==> src/rtl/uart_rx_frame_if.sv <==
// Byte-side bundle of the UART receiver: the recovered byte, its strobes
// and the busy flag. The receiver drives it (master); the parser reads it (slave).
interface uart_rx_frame_if;
   logic [7:0] rx_data;
   logic       rx_valid;
   logic       rx_ferr;
   logic       rx_busy;

   modport master (
      output rx_data,
      output rx_valid,
      output rx_ferr,
      output rx_busy
   );

   modport slave (
      input rx_data,
      input rx_valid,
      input rx_ferr,
      input rx_busy
   );
endinterface

==> src/rtl/uart_rx_frame.sv <==
// 8N1 UART receiver. It oversamples rxd with the system clock, samples each bit
// at mid-bit, and presents each good byte with a one-clock rx_valid strobe.
// A low stop bit raises a one-clock rx_ferr strobe and drops the byte. The
// receiver then waits for the line to return high before it looks for a new start bit.
module uart_rx_frame #(
   parameter int CLKS_PER_BIT = 16,
   parameter int CNT_W        = 5
) (
   input  logic             clk,
   input  logic             n_rst,
   input  logic             rxd,
   uart_rx_frame_if.master  rx
);

   typedef enum logic [2:0] {
      IDLE,
      START,
      DATA,
      STOP,
      WAIT_IDLE
   } state_t;

   // Counter values at mid-start-bit and at the end of a full bit period.
   localparam logic [CNT_W-1:0] HALF_LAST = CNT_W'(CLKS_PER_BIT / 2 - 1);
   localparam logic [CNT_W-1:0] FULL_LAST = CNT_W'(CLKS_PER_BIT - 1);

   logic [1:0]       sync_reg;
   logic             rxd_s;

   state_t           state_reg, state_next;
   logic [CNT_W-1:0] cnt_reg, cnt_next;
   logic [2:0]       idx_reg, idx_next;
   logic [7:0]       shreg_reg, shreg_next;
   logic [7:0]       data_reg, data_next;
   logic             valid_reg, valid_next;
   logic             ferr_reg, ferr_next;

   // Two-flop synchronizer for the asynchronous pin. It resets to the idle level.
   always_ff @(posedge clk or negedge n_rst) begin
      if (!n_rst) sync_reg <= 2'b11;
      else        sync_reg <= {sync_reg[0], rxd};
   end

   assign rxd_s = sync_reg[1];

   // State, bit-period counter, bit index, shift register and registered outputs.
   always_ff @(posedge clk or negedge n_rst) begin
      if (!n_rst) begin
         state_reg <= IDLE;
         cnt_reg   <= '0;
         idx_reg   <= '0;
         shreg_reg <= '0;
         data_reg  <= '0;
         valid_reg <= 1'b0;
         ferr_reg  <= 1'b0;
      end else begin
         state_reg <= state_next;
         cnt_reg   <= cnt_next;
         idx_reg   <= idx_next;
         shreg_reg <= shreg_next;
         data_reg  <= data_next;
         valid_reg <= valid_next;
         ferr_reg  <= ferr_next;
      end
   end

   // Next-state logic. The start bit is confirmed half a bit in, so every
   // later sample lands at mid-bit. Leaving STOP at mid-stop-bit returns to
   // IDLE early enough to catch a start bit that directly follows the stop bit.
   always_comb begin
      state_next = state_reg;
      cnt_next   = cnt_reg;
      idx_next   = idx_reg;
      shreg_next = shreg_reg;
      data_next  = data_reg;
      valid_next = 1'b0;
      ferr_next  = 1'b0;

      case (state_reg)
         IDLE: begin
            if (!rxd_s) begin
               state_next = START;
               cnt_next   = '0;
            end
         end

         START: begin
            if (cnt_reg == HALF_LAST) begin
               cnt_next = '0;
               if (!rxd_s) begin
                  state_next = DATA;
                  idx_next   = '0;
               end else begin
                  // The line went high again, so the low was a glitch.
                  state_next = IDLE;
               end
            end else begin
               cnt_next = cnt_reg + 1'b1;
            end
         end

         DATA: begin
            if (cnt_reg == FULL_LAST) begin
               cnt_next   = '0;
               shreg_next = {rxd_s, shreg_reg[7:1]};
               idx_next   = idx_reg + 3'd1;
               if (idx_reg == 3'd7) state_next = STOP;
            end else begin
               cnt_next = cnt_reg + 1'b1;
            end
         end

         STOP: begin
            if (cnt_reg == FULL_LAST) begin
               cnt_next = '0;
               if (rxd_s) begin
                  data_next  = shreg_reg;
                  valid_next = 1'b1;
                  state_next = IDLE;
               end else begin
                  ferr_next  = 1'b1;
                  state_next = WAIT_IDLE;
               end
            end else begin
               cnt_next = cnt_reg + 1'b1;
            end
         end

         WAIT_IDLE: begin
            // Stay here while the line is held low (break), so it cannot start a new frame.
            if (rxd_s) state_next = IDLE;
         end

         default: begin
            state_next = IDLE;
         end
      endcase
   end

   assign rx.rx_data  = data_reg;
   assign rx.rx_valid = valid_reg;
   assign rx.rx_ferr  = ferr_reg;
   assign rx.rx_busy  = (state_reg != IDLE);

endmodule

==> src/flat_wrapper.sv <==
// flat-port wrapper written by rule: the top's interface ports become plain ports
module uart_rx_frame_flat 
#(
   parameter int CLKS_PER_BIT = 16,
   parameter int CNT_W        = 5
)
  (clk, n_rst, rxd, rx_rx_data, rx_rx_valid, rx_rx_ferr, rx_rx_busy);
  uart_rx_frame_if rx_i ();
  input  logic clk;
  input  logic n_rst;
  input  logic rxd;
  output wire logic [$bits(rx_i.rx_data)-1:0] rx_rx_data;
  output wire logic [$bits(rx_i.rx_valid)-1:0] rx_rx_valid;
  output wire logic [$bits(rx_i.rx_ferr)-1:0] rx_rx_ferr;
  output wire logic [$bits(rx_i.rx_busy)-1:0] rx_rx_busy;
  assign rx_rx_data = rx_i.rx_data;
  assign rx_rx_valid = rx_i.rx_valid;
  assign rx_rx_ferr = rx_i.rx_ferr;
  assign rx_rx_busy = rx_i.rx_busy;
  uart_rx_frame #(.CLKS_PER_BIT(CLKS_PER_BIT), .CNT_W(CNT_W)) u_core (.clk(clk), .n_rst(n_rst), .rxd(rxd), .rx(rx_i));
endmodule
==> config.mk <==
export PLATFORM = sky130hd
export DESIGN_NAME = uart_rx_frame_flat
export DESIGN_NICKNAME = d
export VERILOG_FILES = /design/src/rtl/uart_rx_frame_if.sv /design/src/rtl/uart_rx_frame.sv /design/src/flat_wrapper.sv
export SDC_FILE = /design/constraint.sdc
export NUM_CORES = 1
export LEC_CHECK = 0
export CORE_UTILIZATION = 30
export DETAILED_ROUTE_END_ITERATION = 16
export PLACE_DENSITY = 0.54
export SLEW_MARGIN = 20
export SYNTH_ARGS = -nofsm -noshare
export SYNTH_HDL_FRONTEND = slang
export SYNTH_SLANG_ARGS = --single-unit
==> constraint.sdc <==
create_clock -name clk -period 3.13 [get_ports clk]
set_input_delay 0.313 -clock clk [delete_from_list [all_inputs] [get_ports clk]]
set_output_delay 0.313 -clock clk [all_outputs]
set_load 0.02 [all_outputs]
* After elaboration in Yosys (flattened, before gate mapping)
Cells that the tools add are included.
** Storage, ports and cells
- Register bits :: 31
- Input port bits :: 3
- Output and inout bits :: 11
** Operators by class
- Add/subtract/negate cells :: 2
- Equality and inequality tests :: 14
- Multiplexer cells :: 23
- Reduce and logical (&&, ||, !) cells :: 10
** Operators by type and width (number)
- two-way mux 3 bit :: 10
- two-way mux 5 bit :: 3
- case mux 3 bit (5 select lines) :: 1
- case mux 5 bit (3 select lines) :: 1
- inequality test 2 x 1 -> 1 bit (second input constant) :: 5
- == test 3 x 2 -> 1 bit (second input constant) :: 2
- == test 3 bit (second input constant) :: 2
- two-way mux 1 bit :: 6
- case mux 3 bit (2 select lines) :: 1
- AND reduction 6 bit :: 1
- nonzero test 3 bit :: 2
- adder 5 x 1 -> 5 bit (second input constant) :: 1
- == test 5 x 3 -> 1 bit (second input constant) :: 1
- == test 5 x 4 -> 1 bit (second input constant) :: 1
- inequality test 2 bit (second input constant) :: 2
- AND reduction 2 bit :: 2
- AND reduction 4 bit :: 1
- adder 3 x 1 -> 3 bit (second input constant) :: 1
- == test 3 x 1 -> 1 bit (second input constant) :: 1
- logical NOT 3 bit :: 1
- AND reduction 3 bit :: 1
- two-way mux 2 bit :: 1
- nonzero test 2 bit :: 1
- OR reduction 2 bit :: 1

* Logic depth before layout (Yosys ltp)
Gate-level depths: netlist of run 1.
- Depth after elaboration :: 4
- Depth in mapped cells :: 5
- Gate-level depth less buffers :: 5

* Least setup slack after synthesis of run 1
Ideal clock, no wire load.
- Path kind :: register -> register
- Start :: register u_core.cnt_reg[0]
- End :: register u_core.shreg_reg[0]
- Library setup time :: 0.125 ns
- Arrival time :: 1.550 ns
- Path slack :: 1.456 ns
- Cell stages (with the launch flop) :: 6
- Cell sequence :: dfrtp_1 -> ha_1 -> nand3b_2 -> nor3_1 -> buf_2 -> mux2_2
** On the way
- Cells in the longest elaborated chain, start to end :: 2
** Ends and longest elaborated chain
- from (decl) :: line uart_rx_frame.sv:31 : logic [CNT_W-1:0] cnt_reg, cnt_next;
- from (signal assigned) :: line uart_rx_frame.sv:58 : cnt_reg <= cnt_next;
- == test 5 x 4 -> 1 bit :: line uart_rx_frame.sv:103 : if (cnt_reg == FULL_LAST) begin
- AND reduction 2 bit (no line)
- to (signal assigned) :: line uart_rx_frame.sv:60 : shreg_reg <= shreg_next;
- to (decl) :: line uart_rx_frame.sv:33 : logic [7:0] shreg_reg, shreg_next;
No other way between the ends.
A chain may end at the register's enable or synchronous reset.

* Worst setup path after layout of run 1
- Start :: register u_core.state_reg[1]
- End :: output rx_rx_busy
** On the way
- Cells in the longest elaborated chain, start to end :: 1
** Ends and longest elaborated chain
- from (decl) :: line uart_rx_frame.sv:30 : state_t state_reg, state_next;
- from (signal assigned) :: line uart_rx_frame.sv:57 : state_reg <= state_next;
- nonzero test 3 bit :: line uart_rx_frame.sv:143 : assign rx.rx_busy = (state_reg != IDLE);
- to (decl) :: line flat_wrapper.sv:15 : output wire logic [$bits(rx_i.rx_busy)-1:0] rx_rx_busy;
No other way between the ends.

==> results.sh, run 1 <==
export IMPL_timing_critical_path_arrival_ns=1.75
export IMPL_cts_buffer_depth=2
export IMPL_synth_area_um2=1409
export IMPL_drt_total_wl_mm=2.598
export IMPL_cp_slowest_stage_delay_ns=0.54
export IMPL_setup_tns_ns=0
export IMPL_yosys_area_share_xor_xnor=0
export IMPL_vdd_drop_max_v=0.0002668
export IMPL_ys_seq_area_frac=0.5524
export IMPL_status="finished, final reports clean"
export IMPL_min_path_type="register to register"
export IMPL_gp_congestion=0.7574
export IMPL_drv_slew=0
export IMPL_drive_gt1_frac=0.2385
export IMPL_path_max_fanout=14
export IMPL_cpLargestDelayFamily="buffers and inverters"
export IMPL_grt_util_all_layers=0.1284
export IMPL_start_util=0.3170
export IMPL_cts_root_buf="clkbuf_8"
export IMPL_fp_dieW_um=70.53
export IMPL_setup_violations=0
export IMPL_coreArea_um2=4444
export IMPL_max_freq_mhz=483.9
export IMPL_clock_skew_ns=0.002818
export IMPL_clk_pin_slew_ns=0.06
export IMPL_n_antenna_cell=0
export IMPL_clock_latency_ns=0.28
export IMPL_cts_hold_buf=0
export IMPL_setup_slack_ns=1.063
export IMPL_maxSlewHeadroom=0.6797
export IMPL_synth_mux_area_frac=0.1456
export IMPL_grtUsageMet2=0.1834
export IMPL_cp_required_ns=2.82
export IMPL_grt_busiest_layer="met2"
export IMPL_synthToLayoutAreaGrowth_pct=21.85
export IMPL_cts_setup_buffers=0
export IMPL_worstSetupStartpointType="register"
export IMPL_synth_compound_area_frac=0.1110
export IMPL_drc=0
export IMPL_cts_htree_levels=2
export IMPL_drv_cap=0
export IMPL_grt_ovfl_total=0
export IMPL_post_cts_resized=0
export IMPL_synth_area_per_cell_um2=12.58
export IMPL_cts_buffers=5
export IMPL_nets=136
export IMPL_finalCritPeriodShare=0.6603
export IMPL_synth_top_area_share=0.5151
export IMPL_critPathSlowestCell="clkdlybuf4s50_1"
export IMPL_dp_slack_ns=1.333
export IMPL_cts_tree="done"
export IMPL_met3_usage=0.06125
export IMPL_firstDrtPassIters=4
export IMPL_worstMarginPinSlew_ns=0.4794
export IMPL_path_class="register to output pin"
export IMPL_ys_types=35
export IMPL_vias=933
export IMPL_p_per_area_nw_per_um2=719.2
export IMPL_period_needed_ns=2.067
export IMPL_synth_fa_ha_area_frac=0.03552
export IMPL_yosysTopAreaCell="dfrtp_1"
export IMPL_drt_iter0_drc=116
export IMPL_grt_max_degree=32
export IMPL_rsz0062_at_grt="no"
export IMPL_utilization=0.3863
export IMPL_die_area_um2=4974
export IMPL_grt_pass1_wl_mm=4.788
export IMPL_p_leak_nw=0.7754
export IMPL_drt_vias_per_instance=5.126
export IMPL_dp_hpwl_mm=1.635
export IMPL_antenna_left=0
export IMPL_synthCells=112
export IMPL_wl_per_cell_um=14.27
export IMPL_met1_usage=0.1629
export IMPL_synthesis_nets=119
export IMPL_ys_ff_latch=31
export IMPL_antenna_found_initial=0
export IMPL_crit_buf_inv=1
export IMPL_yosys_area_share_simple=0.1412
export IMPL_clock_sinks=31
export IMPL_io_pins=14
export IMPL_grt_pass1_vias=1007
export IMPL_ys_warnings_count=0
export IMPL_hold_violations=0
export IMPL_path_cells="or3_1 -> clkdlybuf4s50_1"
export IMPL_fp_dieH_um=70.53
export IMPL_synth_area_top_cells="dfrtp_1 52%, mux2_2 13%, dfstp_2 3.7%, ha_1 3.6%, o21ai_0 3.2%"
export IMPL_synth_top_family_by_area="multiplexers"
export IMPL_port_buffers=13
export IMPL_rows=24
export IMPL_crit_path_end_kind="output pin"
==> cells in the final DEF, fill, tap and decap left out, types with 2 or more instances in the layout <==
master	Yosys	layout
dfstp_2	2	2
nor2b_1	2	2
nand3_1	3	3
o21ai_0	9	9
nand2_1	4	4
nor2_1	7	7
a22o_1	2	2
ha_1	4	4
nand3b_1	3	3
nand2b_1	2	2
buf_4	0	2
dfrtp_1	29	29
o211a_1	2	2
clkbuf_8	0	6
mux2_2	16	16
o211ai_1	2	2
nor3b_1	2	2
clkdlybuf4s50_1	0	13
==> power breakdown <==
part	internal (mW)	switching, mW
Combinational	0.133	0.134
Clock	0.257	0.144
Sequential	0.460	0.106
==> worst paths after layout <==
check | from | to | slack (ns) | depth (start not counted)
max in group asynchronous | n_rst | u_core.sync_reg[1] | 2.39 | 2
hold / removal | u_core.sync_reg[0] | u_core.sync_reg[1] | 0.36 | 0
setup / recovery | u_core.state_reg[1] | rx_rx_busy | 1.06 | 2
hold reg to reg | u_core.sync_reg[0] | u_core.sync_reg[1] | 0.36 | 0
min in group asynchronous | n_rst | u_core.cnt_reg[4] | 0.42 | 2
setup reg to reg | u_core.state_reg[1] | u_core.idx_reg[0] | 1.31 | 3
==> worst reg2reg max path, delay by kind of cell, from the launching register on <==
family	cells	cell delay, ns
multiplexers	1	0.27
flip-flops	1	0.52
AO/OA/AOI/OAI	1	0.34
AND/OR/NAND/NOR	1	0.58
==> cells by family after synthesis <==
| group | count (synthesis) |
|---|---|
| buffers and inverters | 5 |
| AOI/OAI and AO/OA | 23 |
| and+or+nand+nor | 31 |
| DFF | 31 |
| adders and majority gates | 4 |
| muxes | 18 |
==> Yosys cell counts <==
master / instances
dfrtp_1: 29
mux2_2: 16
o21ai_0: 9
nor2_1: 7
clkbuf_1: 4
ha_1: 4
nand2_1: 4
nand3_1: 3
nand3b_1: 3
a22o_1: 2
dfstp_2: 2
nand2b_1: 2
nor2b_1: 2
nor3b_1: 2
o211a_1: 2
o211ai_1: 2
a211o_1: 1
a211oi_1: 1
a21oi_1: 1
a22oi_1: 1
a31oi_1: 1
and3b_1: 1
buf_2: 1
mux2_4: 1
mux2i_1: 1
nand3b_2: 1
nand4bb_1: 1
nor3_1: 1
nor3_4: 1
o21a_1: 1
o311ai_0: 1
o31ai_1: 1
or3_1: 1
or4b_1: 1
or4bb_1: 1
==> routing by layer <==
layer	vias up	part of all wire
li1	444	-
met1	460	0.47
met2	23	0.46
met3	6	0.052
met4	0	0.015
met5	-	0
==> through the flow <==
step | cell area [um2] | hold slack [ns] | std cells | power [mW]
after floorplan | 1409 | 0.01741 | 112 | 0.7584
after global placement | 1599 | 0.3459 | 174 | 0.8262
after detailed placement | 1599 | 0.3473 | 174 | 0.8314
after CTS | 1717 | 0.3567 | 182 | 1.248
after global routing | 1717 | 0.3648 | 182 | 1.327
final | 1717 | 0.3560 | 182 | 1.235
==> layout make-up <==
class	count	area, um2
fillers	430	2728
flip-flops and latches	31	778.2
multi-input cells	76	610.6
repair buffers	15	145.1
clock buffers	6	82.58
well taps	52	65.06
clock inverters	2	35.03
Power figures use the tool's default switching activity.
==> inputs of run 2 (changes only) <==
Clock period 3.13 ns to 2 ns, I/O delays scaled along.
==> results.sh, run 2 (synthesis results as in run 1) <==
export IMPL_min_path_type="input pin to asynchronous set/reset pin"
export IMPL_switching_share=0.3324
export IMPL_rows=24
export IMPL_drv_slew=0
export IMPL_max_freq_mhz=531.5
export IMPL_clock_latency_ns=0.28
export IMPL_setup_violations=0
export IMPL_finalCritPeriodShare=0.9407
export IMPL_firstDrtPassIters=4
export IMPL_p_seq_frac=0.468
export IMPL_maxSlewHeadroom=0.6193
export IMPL_antenna_found_initial=0
export IMPL_cts_htree_levels=2
export IMPL_coreArea_um2=4444
export IMPL_cts_setup_buffers=0
export IMPL_layout_common_cells="29 x dfrtp_1, 16 x mux2_2, 13 x clkdlybuf4s50_1, 9 x o21ai_0"
export IMPL_design_area_um2=1718
export IMPL_start_util=0.3170
export IMPL_port_buffers=13
export IMPL_drive_gt1_frac=0.2519
export IMPL_cts_buffers=5
export IMPL_vdd_drop_max_v=0.0004041
export IMPL_worstSetupStartpointType="register"
export IMPL_grt_pass1_vias=1022
export IMPL_drc=0
export IMPL_cts_root_buf="clkbuf_8"
export IMPL_worstMarginPinSlew_ns=0.5699
export IMPL_rsz0062_at_grt="no"
export IMPL_status="finished, final reports clean"
export IMPL_drt_iter0_drc=58
export IMPL_hold_violations=0
export IMPL_path_max_fanout=10
export IMPL_wl_per_cell_um=14.24
export IMPL_p_leak_nw=0.7815
export IMPL_synthToLayoutAreaGrowth_pct=21.94
export IMPL_die_area_um2=4974
export IMPL_gp_congestion=0.7460
export IMPL_io_pins=14
export IMPL_grt_max_degree=32
export IMPL_nets=141
export IMPL_clock_sinks=31
export IMPL_p_per_area_nw_per_um2=1051
export IMPL_drv_cap=0
export IMPL_path_class="register to output pin"
export IMPL_p_switching_uw=600.4
export IMPL_mostFrequentLayoutCell="dfrtp_1"
export IMPL_placed_area_um2=1637
export IMPL_cts_buffer_depth=2
export IMPL_cts_hold_buf=0
export IMPL_clkPwrFrac=0.257
export IMPL_drt_total_wl_mm=2.663
export IMPL_fp_dieW_um=70.53
export IMPL_antenna_left=0
export IMPL_intPower_mw=1.206
export IMPL_vias=979
export IMPL_grt_ovfl_total=0
export IMPL_combPwrFrac=0.275
export IMPL_post_cts_resized=0
export IMPL_cts_tree="done"
export IMPL_grt_util_all_layers=0.1234
export IMPL_grt_pass1_wl_mm=4.761
export IMPL_cp_required_ns=1.80
export IMPL_drt_vias_per_instance=5.235
export IMPL_clk_pin_slew_ns=0.06
export IMPL_fp_dieH_um=70.53
export IMPL_crit_path_end_kind="output pin"
export IMPL_period_needed_ns=1.881
export IMPL_r2r_slack_ns=0.24
export IMPL_setup_tns_ns=0
export IMPL_dp_hpwl_mm=1.778
export IMPL_clock_skew_ns=0.002131
export IMPL_n_antenna_cell=0
export IMPL_timing_critical_path_arrival_ns=1.68
[run 2: layout make-up]
cell class,count,area [um2]
Tap cell,52,65.06
Sequential cell,31,778.2
Fill cell,439,2726
Clock inverter,1,5.005
Multi-Input combinational cell,76,610.6
Timing Repair Buffer,20,182.7
Clock buffer,7,76.32
[run 2: path summary, 6_finish.rpt]
kind | to | depth (start not counted) | start
max in group asynchronous | u_core.sync_reg[0] | 2 | n_rst
setup reg to reg | u_core.idx_reg[0] | 3 | u_core.state_reg[1]
hold / removal | u_core.state_reg[2] | 2 | n_rst
hold reg to reg | u_core.sync_reg[1] | 0 | u_core.sync_reg[0]
setup / recovery | rx_rx_busy | 2 | u_core.state_reg[1]
min in group clk | u_core.sync_reg[0] | 1 | rxd
[run 2: power by group through the flow]
| stage | Clock, mW | Sequential [mW] | Combinational [mW] |
|---|---|---|---|
| 6_report | 0.465 | 0.845 | 0.497 |
| 3_3_place_gp | 0 | 0.852 | 0.482 |
| 5_1_grt | 0.512 | 0.863 | 0.564 |
| 3_5_place_dp | 0 | 0.856 | 0.495 |
| 2_1_floorplan | 0 | 0.805 | 0.382 |
| 4_1_cts | 0.485 | 0.844 | 0.504 |
[run 2: per-stage QoR]
step	worst slack (ns)	hold WS, ns	total power [mW]	cells	utilization
6_report	0.1185	0.3105	1.806	187	0.3865
5_1_grt	0.05442	0.3081	1.939	187	0.3865
4_1_cts	0.1114	0.3126	1.833	187	0.3865
3_5_place_dp	0.2531	0.3487	1.351	179	0.3682
3_3_place_gp	0.2522	0.3470	1.334	179	0.3682
2_1_floorplan	0.3255	-0.09559	1.187	112	-
[run 2: critical path, cell delays in order (launching register included)]
cell and delay (ns):
dfrtp_1 0.47, or3_1 0.39, clkdlybuf4s50_1 0.54
[run 2: routing by layer]
| layer | track usage | wire (um) | part of all wire | up-vias |
|---|---|---|---|---|
| met5 | 0 | 0 | 0 | - |
| met4 | 0.06000 | 59 | 0.022 | 0 |
| met3 | 0.03419 | 109 | 0.041 | 7 |
| met2 | 0.1834 | 1210 | 0.45 | 25 |
| met1 | 0.1668 | 1284 | 0.48 | 486 |
| li1 | - | - | - | 461 |
